==> config.mk <==
export PLATFORM = sky130hd
export DESIGN_NAME = key_menu_ctrl_flat
export DESIGN_NICKNAME = d
export VERILOG_FILES = /design/src/rtl/key_menu_ctrl_if.sv /design/src/rtl/key_menu_ctrl.sv /design/src/flat_wrapper.sv
export SDC_FILE = /design/constraint.sdc
export NUM_CORES = 1
export LEC_CHECK = 0
export ABC_AREA = 1
export CORE_ASPECT_RATIO = 1.5
export CORE_MARGIN = 2
export CORE_UTILIZATION = 60
export CTS_CLUSTER_SIZE = 8
export DETAILED_ROUTE_END_ITERATION = 12
export PLACE_DENSITY = 0.89
export RECOVER_POWER = 50
export SKIP_CTS_REPAIR_TIMING = 1
export SLEW_MARGIN = 20
export SYNTH_ARGS = -nofsm -noshare
export SYNTH_HDL_FRONTEND = slang
export SYNTH_SLANG_ARGS = --single-unit
==> constraint.sdc <==
create_clock -name CLK -period 3.9 [get_ports CLK]
set_input_delay 0.585 -clock CLK [delete_from_list [all_inputs] [get_ports CLK]]
set_output_delay 0.585 -clock CLK [all_outputs]
set_load 0.02 [all_outputs]
==> src/rtl/key_menu_ctrl_if.sv <==
// Key-scanner-to-menu-controller bundle: raw keys and timebase in, mode/field/strobes out.
// The slave modport is the controller side.
interface key_menu_ctrl_if #(
  parameter int KEY_W   = 8,
  parameter int FIELD_W = 3
);
  logic               TICK;
  logic [KEY_W-1:0]   KEY;
  logic               TIME_FORMAT;
  logic [1:0]         MODE;
  logic [FIELD_W-1:0] FIELD;
  logic               UP;
  logic               DOWN;
  logic               COMMIT;
  logic               ABORT;

  modport master (
    output TICK, KEY,
    input  TIME_FORMAT, MODE, FIELD, UP, DOWN, COMMIT, ABORT
  );

  modport slave (
    input  TICK, KEY,
    output TIME_FORMAT, MODE, FIELD, UP, DOWN, COMMIT, ABORT
  );
endinterface

==> src/rtl/key_menu_ctrl.sv <==
// Alarm-clock menu/key controller: 2-FF key sync, press decode, mode/field FSM; 3 CLK key-to-output.
// Hold-to-repeat of UP/DOWN in edit states is built only when KEY_AUTOREPEAT_EN is defined.
module key_menu_ctrl #(
  parameter int KEY_W      = 8,
  parameter int FIELD_N    = 7,
  parameter int FIELD_W    = 3,
  parameter int SKIP_FIELD = 4,
  parameter int TIMEOUT    = 1000,
  parameter int RPT_DLY    = 50,
  parameter int RPT_PER    = 10
) (
  input  logic CLK,
  input  logic RESETN,
  key_menu_ctrl_if.slave bus
);

  typedef enum logic [1:0] {
    VIEW_TIME  = 2'b00,
    EDIT_TIME  = 2'b01,
    VIEW_ALARM = 2'b10,
    EDIT_ALARM = 2'b11
  } mode_e;

  typedef enum logic [2:0] {
    K_NONE, K_MENU, K_SET, K_CANCEL, K_UP, K_DOWN, K_MULTI
  } key_e;

  localparam int TO_W = $clog2(TIMEOUT + 1);

  logic [KEY_W-1:0]   sync1_q, sync1_d, sync2_q, sync2_d;
  logic [4:0]         key5;
  key_e               code, code_prev_q, code_prev_d;
  logic               press;
  mode_e              mode_q, mode_d;
  logic [FIELD_W-1:0] field_q, field_d;
  logic               tf_q, tf_d;
  logic               up_q, up_d, down_q, down_d;
  logic               commit_q, commit_d, abort_q, abort_d;
  logic [TO_W-1:0]    to_cnt_q, to_cnt_d;
  logic               rpt_fire;
  logic               rpt_is_up;
  logic               unused_ok;

  assign unused_ok = ^{sync2_q, 32'(RPT_DLY), 32'(RPT_PER)};

  function automatic logic [FIELD_W-1:0] next_field(input logic [FIELD_W-1:0] f,
                                                    input logic fmt12);
    logic [FIELD_W-1:0] n;
    n = (f >= FIELD_W'(FIELD_N)) ? FIELD_W'(1) : f + FIELD_W'(1);
    // The meridian field has no meaning in 24 h format, so step over it.
    if (!fmt12 && (n == FIELD_W'(SKIP_FIELD)))
      n = (n >= FIELD_W'(FIELD_N)) ? FIELD_W'(1) : n + FIELD_W'(1);
    return n;
  endfunction

  assign sync1_d     = bus.KEY;
  assign sync2_d     = sync1_q;
  assign key5        = sync2_q[7:3];
  assign code_prev_d = code;

  always_comb begin
    code = K_NONE;
    case (key5)
      5'b00000: code = K_NONE;
      5'b10000: code = K_MENU;
      5'b01000: code = K_SET;
      5'b00100: code = K_CANCEL;
      5'b00010: code = K_UP;
      5'b00001: code = K_DOWN;
      default:  code = K_MULTI;
    endcase
  end

  // Only a clean transition from "nothing held" to a single key counts.
  assign press = (code_prev_q == K_NONE) && (code != K_NONE) && (code != K_MULTI);

`ifdef KEY_AUTOREPEAT_EN
  localparam int RPT_MAX = (RPT_DLY > RPT_PER) ? RPT_DLY : RPT_PER;
  localparam int RPT_W   = $clog2(RPT_MAX + 1);

  logic             rpt_act_q, rpt_act_d, rpt_up_q, rpt_up_d, rpt_first_q, rpt_first_d;
  logic [RPT_W-1:0] rpt_cnt_q, rpt_cnt_d;

  always_comb begin
    rpt_act_d   = rpt_act_q;
    rpt_up_d    = rpt_up_q;
    rpt_first_d = rpt_first_q;
    rpt_cnt_d   = rpt_cnt_q;
    rpt_fire    = 1'b0;
    if (press && mode_q[0] && ((code == K_UP) || (code == K_DOWN))) begin
      rpt_act_d   = 1'b1;
      rpt_up_d    = (code == K_UP);
      rpt_first_d = 1'b1;
      rpt_cnt_d   = '0;
    end else if (rpt_act_q && (!mode_q[0] || (code != (rpt_up_q ? K_UP : K_DOWN)))) begin
      rpt_act_d = 1'b0;
    end else if (rpt_act_q && bus.TICK) begin
      if (rpt_cnt_q == (rpt_first_q ? RPT_W'(RPT_DLY - 1) : RPT_W'(RPT_PER - 1))) begin
        rpt_fire    = 1'b1;
        rpt_first_d = 1'b0;
        rpt_cnt_d   = '0;
      end else begin
        rpt_cnt_d = rpt_cnt_q + RPT_W'(1);
      end
    end
  end

  assign rpt_is_up = rpt_up_q;

  always_ff @(posedge CLK or negedge RESETN) begin
    if (!RESETN) begin
      rpt_act_q   <= 1'b0;
      rpt_up_q    <= 1'b0;
      rpt_first_q <= 1'b0;
      rpt_cnt_q   <= '0;
    end else begin
      rpt_act_q   <= rpt_act_d;
      rpt_up_q    <= rpt_up_d;
      rpt_first_q <= rpt_first_d;
      rpt_cnt_q   <= rpt_cnt_d;
    end
  end
`else
  assign rpt_fire  = 1'b0;
  assign rpt_is_up = 1'b0;
`endif

  always_comb begin
    mode_d   = mode_q;
    field_d  = field_q;
    tf_d     = tf_q;
    up_d     = 1'b0;
    down_d   = 1'b0;
    commit_d = 1'b0;
    abort_d  = 1'b0;
    to_cnt_d = to_cnt_q;
    if (press) begin
      to_cnt_d = '0;
      case (mode_q)
        VIEW_TIME: begin
          case (code)
            K_MENU:   mode_d = VIEW_ALARM;
            K_SET:    begin mode_d = EDIT_TIME; field_d = FIELD_W'(1); end
            K_CANCEL: tf_d = ~tf_q;
            default:  ;
          endcase
        end
        VIEW_ALARM: begin
          case (code)
            K_MENU:   mode_d = VIEW_TIME;
            K_SET:    begin mode_d = EDIT_ALARM; field_d = FIELD_W'(1); end
            K_CANCEL: mode_d = VIEW_TIME;
            default:  ;
          endcase
        end
        default: begin
          case (code)
            K_MENU:   field_d = next_field(field_q, tf_q);
            K_SET:    begin commit_d = 1'b1; field_d = '0; mode_d = mode_e'({mode_q[1], 1'b0}); end
            K_CANCEL: begin abort_d = 1'b1; field_d = '0; mode_d = mode_e'({mode_q[1], 1'b0}); end
            K_UP:     up_d = 1'b1;
            K_DOWN:   down_d = 1'b1;
            default:  ;
          endcase
        end
      endcase
    end else if (mode_q[0]) begin
      if (rpt_fire) begin
        up_d     = rpt_is_up;
        down_d   = ~rpt_is_up;
        to_cnt_d = '0;
      end else if (bus.TICK) begin
        if (to_cnt_q == TO_W'(TIMEOUT - 1)) begin
          abort_d  = 1'b1;
          field_d  = '0;
          mode_d   = mode_e'({mode_q[1], 1'b0});
          to_cnt_d = '0;
        end else begin
          to_cnt_d = to_cnt_q + TO_W'(1);
        end
      end
    end else begin
      to_cnt_d = '0;
    end
  end

  always_ff @(posedge CLK or negedge RESETN) begin
    if (!RESETN) begin
      sync1_q     <= '0;
      sync2_q     <= '0;
      code_prev_q <= K_NONE;
      mode_q      <= VIEW_TIME;
      field_q     <= '0;
      tf_q        <= 1'b0;
      up_q        <= 1'b0;
      down_q      <= 1'b0;
      commit_q    <= 1'b0;
      abort_q     <= 1'b0;
      to_cnt_q    <= '0;
    end else begin
      sync1_q     <= sync1_d;
      sync2_q     <= sync2_d;
      code_prev_q <= code_prev_d;
      mode_q      <= mode_d;
      field_q     <= field_d;
      tf_q        <= tf_d;
      up_q        <= up_d;
      down_q      <= down_d;
      commit_q    <= commit_d;
      abort_q     <= abort_d;
      to_cnt_q    <= to_cnt_d;
    end
  end

  assign bus.TIME_FORMAT = tf_q;
  assign bus.MODE        = mode_q;
  assign bus.FIELD       = field_q;
  assign bus.UP          = up_q;
  assign bus.DOWN        = down_q;
  assign bus.COMMIT      = commit_q;
  assign bus.ABORT       = abort_q;

endmodule

==> src/flat_wrapper.sv <==
// flat-port wrapper written by rule: the top's interface ports become plain ports
module key_menu_ctrl_flat 
#(
  parameter int KEY_W      = 8,
  parameter int FIELD_N    = 7,
  parameter int FIELD_W    = 3,
  parameter int SKIP_FIELD = 4,
  parameter int TIMEOUT    = 1000,
  parameter int RPT_DLY    = 50,
  parameter int RPT_PER    = 10
)
  (CLK, RESETN, bus_TICK, bus_KEY, bus_TIME_FORMAT, bus_MODE, bus_FIELD, bus_UP, bus_DOWN, bus_COMMIT, bus_ABORT);
  key_menu_ctrl_if #(.KEY_W(KEY_W), .FIELD_W(FIELD_W)) bus_i ();
  input  logic CLK;
  input  logic RESETN;
  input wire logic [$bits(bus_i.TICK)-1:0] bus_TICK;
  input wire logic [$bits(bus_i.KEY)-1:0] bus_KEY;
  output wire logic [$bits(bus_i.TIME_FORMAT)-1:0] bus_TIME_FORMAT;
  output wire logic [$bits(bus_i.MODE)-1:0] bus_MODE;
  output wire logic [$bits(bus_i.FIELD)-1:0] bus_FIELD;
  output wire logic [$bits(bus_i.UP)-1:0] bus_UP;
  output wire logic [$bits(bus_i.DOWN)-1:0] bus_DOWN;
  output wire logic [$bits(bus_i.COMMIT)-1:0] bus_COMMIT;
  output wire logic [$bits(bus_i.ABORT)-1:0] bus_ABORT;
  assign bus_i.TICK = bus_TICK;
  assign bus_i.KEY = bus_KEY;
  assign bus_TIME_FORMAT = bus_i.TIME_FORMAT;
  assign bus_MODE = bus_i.MODE;
  assign bus_FIELD = bus_i.FIELD;
  assign bus_UP = bus_i.UP;
  assign bus_DOWN = bus_i.DOWN;
  assign bus_COMMIT = bus_i.COMMIT;
  assign bus_ABORT = bus_i.ABORT;
  key_menu_ctrl #(.KEY_W(KEY_W), .FIELD_N(FIELD_N), .FIELD_W(FIELD_W), .SKIP_FIELD(SKIP_FIELD), .TIMEOUT(TIMEOUT), .RPT_DLY(RPT_DLY), .RPT_PER(RPT_PER)) u_core (.CLK(CLK), .RESETN(RESETN), .bus(bus_i));
endmodule
==> impl_metrics.ini <==
[outcome]
outcome = finished with violations
violations = capacitance limit, slew limit

[worst_setup_path]
worst-path-stages = 2
path_cells = dlygate4sd3_1, clkbuf_1
slowest_stage = clkbuf_1
cp-start-kind = input pin
reg2regPathDepth = 15
r2r-end = u_core.bus.FIELD[1]
crit_family = buffers and inverters
critPathMaxStageDelay_ns = 1.20
cp-end-kind = asynchronous set/reset pin
cp_num_buf_inv = 2
r2r_start = u_core.bus.FIELD[0]
worstPathArrival_ns = 2.33
critPathKind = input pin to asynchronous set/reset pin
worstPathMaxFanout = 33
r2r_slack_ns = 1.73
cp.required_ns = 3.99

[hold_path]
hold_depth = 0
hp-start = u_core.sync1_q[6]
hold_path.class = register to register
hold_end = u_core.sync2_q[6]

[routing]
route.met3.wl_um = 104
ant_nets = 0
routed_via_density = 5.16
drt_first_pass_iters = 4
drt_iter0_drc = 34
drc = 0
wl_per_cell_um = 11.8
vias = 1589
top_layer = met4
met1_length_mm = 1.44
met2_length_mm = 2.00
drt_wl_total_mm = 3.62

[timing]
max_freq_ghz = 0.447
fin_ws_ns = 1.66
period_share_pct = 57.4
setup_tns_ns = 0
setup_viol = 0
tightestPinTransition_ns = 1.66
rsz0062_at_grt = no
skew_ns = 0.00785
max_slew_margin_pct = -10.9
min_period_ns = 2.24
slew_viol_final = 34
final-hold-violation-count = 0

[die]
start_util_pct = 63.3
die_h_um = 72.2
pin_count = 21
die-area_um2 = 3570
core_um2 = 2940
die_w_um = 49.5
std_cell_rows = 24

[synth]
avgSynthCellArea_um2 = 7.60
synth_edf_count = 0
netlist_instances = 245
syn_nets = 262
ys_ff_latch = 33
synth_top_area_share_pct = 44.4
synth_area_leader_cell = dfrtp_1
synthSimpleGateAreaFrac_pct = 37.1
async_reset_ff_share_pct = 100
ys_warn_count = 0
synth.area.mux_share_pct = 0
ys.flop_type = dfrtp_1
synth-compound-area-share_pct = 2.62
synthXorXnorAreaFrac_pct = 3.29
synth_adder_area_share_pct = 4.03
ys_top_cells_by_count = 84 x nand2_1, 34 x inv_1, 33 x dfrtp_1, 24 x nor2_1, 19 x nand3_1
yosysMostFrequentCell = nand2_1
yosysSeqAreaShare_pct = 44.4
netlist_area_um2 = 1860
synthTopCellsByArea = dfrtp_1 44%, nand2_1 17%, inv_1 6.9%
synth_top_family_by_area = simple AND/OR/NAND/NOR gates
ys_types = 27

[finish]
area_growth_pct = 17.5
drive_gt1_share_pct = 7.06
diodes = 0
ff_latch_area_um2 = 826
multi_input_area_um2 = 876
nets = 285
fillCellCount = 243

[grt]
grt_usage_pct = 23.6
grt_start_max_net_pins = 34
grt-ovfl-total = 0
antenna_found_initial = 0
grt_first_pass_wirelength_mm = 6.35
grt_pass1_vias = 1553

[placement]
gp_congestion = 0.877
port_buffers = 17
dp_slack_ns = 1.78
hpwl_mm = 2.65

[clocking]
ctsRootBufferMaster = clkbuf_8
clkTransAtPathRegs_ns = 0.07
clockBufferDepth = 2
clk_latency_ns = 0.29
clock_sinks = 33
h-tree-depth = 2
numCtsBuffers = 5
cts_tree = built

[power_and_ir_drop]
p_per_area_nw_per_um2 = 392
leakage_uw = 0.00116
irDropWorstVdd_mv = 0.318

[flow_run]
maxCapViolCount = 1
-- layout make-up --
cell class	count	share of cell area [%]
Clock inverter	3	2.12
Inverter	38	6.75
Clock buffer	5	3.15
Multi-Input combinational cell	172	40.0
Timing Repair Buffer	18	7.95
Sequential cell	33	37.8
Tap cell	39	2.23
-- cell usage in the layout, fill, tap and decap left out --
master           count
nand4_1              9
nand3_1             19
ha_1                 6
nor2_4               1
clkbuf_1             1
nor2_8               1
clkinv_1             1
nand2_4              1
inv_2                2
clkbuf_8             5
o211ai_1             1
o31ai_1              1
xor2_1               6
inv_6                1
clkinvlp_4           1
inv_1               34
nor2_1              24
nor3_4               1
dlygate4sd3_1        6
xnor2_1              1
nand4_4              1
and3_1               1
nand2_1             84
nor3_1               7
o21ai_0              3
clkdlybuf4s50_1     11
clkinv_4             1
o21ai_2              1
dfrtp_1             33
nand2_2              2
o21ai_1              2
bufinv_16            1
-- sequential cells by signal (all words and copies together), names as in the netlist --
| name | count |
|---|---|
| u_core.bus.ABORT | 1 |
| u_core.bus.COMMIT | 1 |
| u_core.bus.DOWN | 1 |
| u_core.bus.FIELD | 3 |
| u_core.bus.MODE | 2 |
| u_core.bus.TIME_FORMAT | 1 |
| u_core.bus.UP | 1 |
| u_core.code_prev_q | 3 |
| u_core.sync1_q | 5 |
| u_core.sync2_q | 5 |
| u_core.to_cnt_q | 10 |
-- routing by layer --
layer / GRT usage [%] / vias up
li1: - / 813
met1: 24.7 / 739
met2: 43.4 / 28
met3: 4.32 / 9
met4: 14.5 / 0
met5: 0 / -
-- through the flow --
| step | hold slack, ns | power, µW | std cells | utilization [%] | area [µm²] |
|---|---|---|---|---|---|
| global placement | 0.332 | 533 | 300 | 70.5 | 2080 |
| floorplan | 0.289 | 493 | 245 | - | 1860 |
| CTS | 0.352 | 867 | 308 | 74.4 | 2190 |
| finish | 0.350 | 858 | 308 | 74.3 | 2190 |
| global route | 0.360 | 902 | 308 | 74.3 | 2190 |
| detailed placement | 0.336 | 540 | 300 | 70.5 | 2080 |
-- power by group --
| group | total, µW | switching [µW] | internal [µW] |
|---|---|---|---|
| Sequential | 390 | 27.2 | 363 |
| Combinational | 142 | 91.5 | 50.2 |
| Clock | 326 | 135 | 191 |
-- how the worst max path moves through the flow --
stage          slack (ns)                   to                start
6_report             1.66     u_core.bus.ABORT               RESETN
4_1_cts              1.74  u_core.bus.FIELD[1]  u_core.bus.FIELD[0]
2_1_floorplan        1.87  u_core.bus.FIELD[0]  u_core.bus.FIELD[0]
3_3_place_gp         1.82  u_core.bus.FIELD[0]  u_core.bus.FIELD[0]
5_1_grt              1.24  u_core.bus.FIELD[2]               RESETN
3_5_place_dp         1.78  u_core.bus.FIELD[1]  u_core.bus.FIELD[0]
-- worst reg2reg max path: stages, from the launching register on --
cell and delay, ns:
dfrtp_1 0.43, ha_1 0.22, ha_1 0.17, inv_1 0.11, nand3_1 0.14, inv_1 0.10
ha_1 0.14, inv_1 0.03, nor2_1 0.09, nand4_1 0.17, inv_1 0.13, nand2_1 0.05
o21ai_0 0.07, nor2_1 0.07, nand2_1 0.07, nand2_1 0.05
-- logic make-up (layout without fill, tap and decap cells) --
logic type,after synthesis,in the layout
buffers and inverters,40,64
AND/OR/NAND/NOR,151,151
XOR/XNOR,7,7
adder cells (fa/ha/maj),6,6
flip-flops,33,33
AO/OA/AOI/OAI,8,8
(Power assumes the default switching activity.)
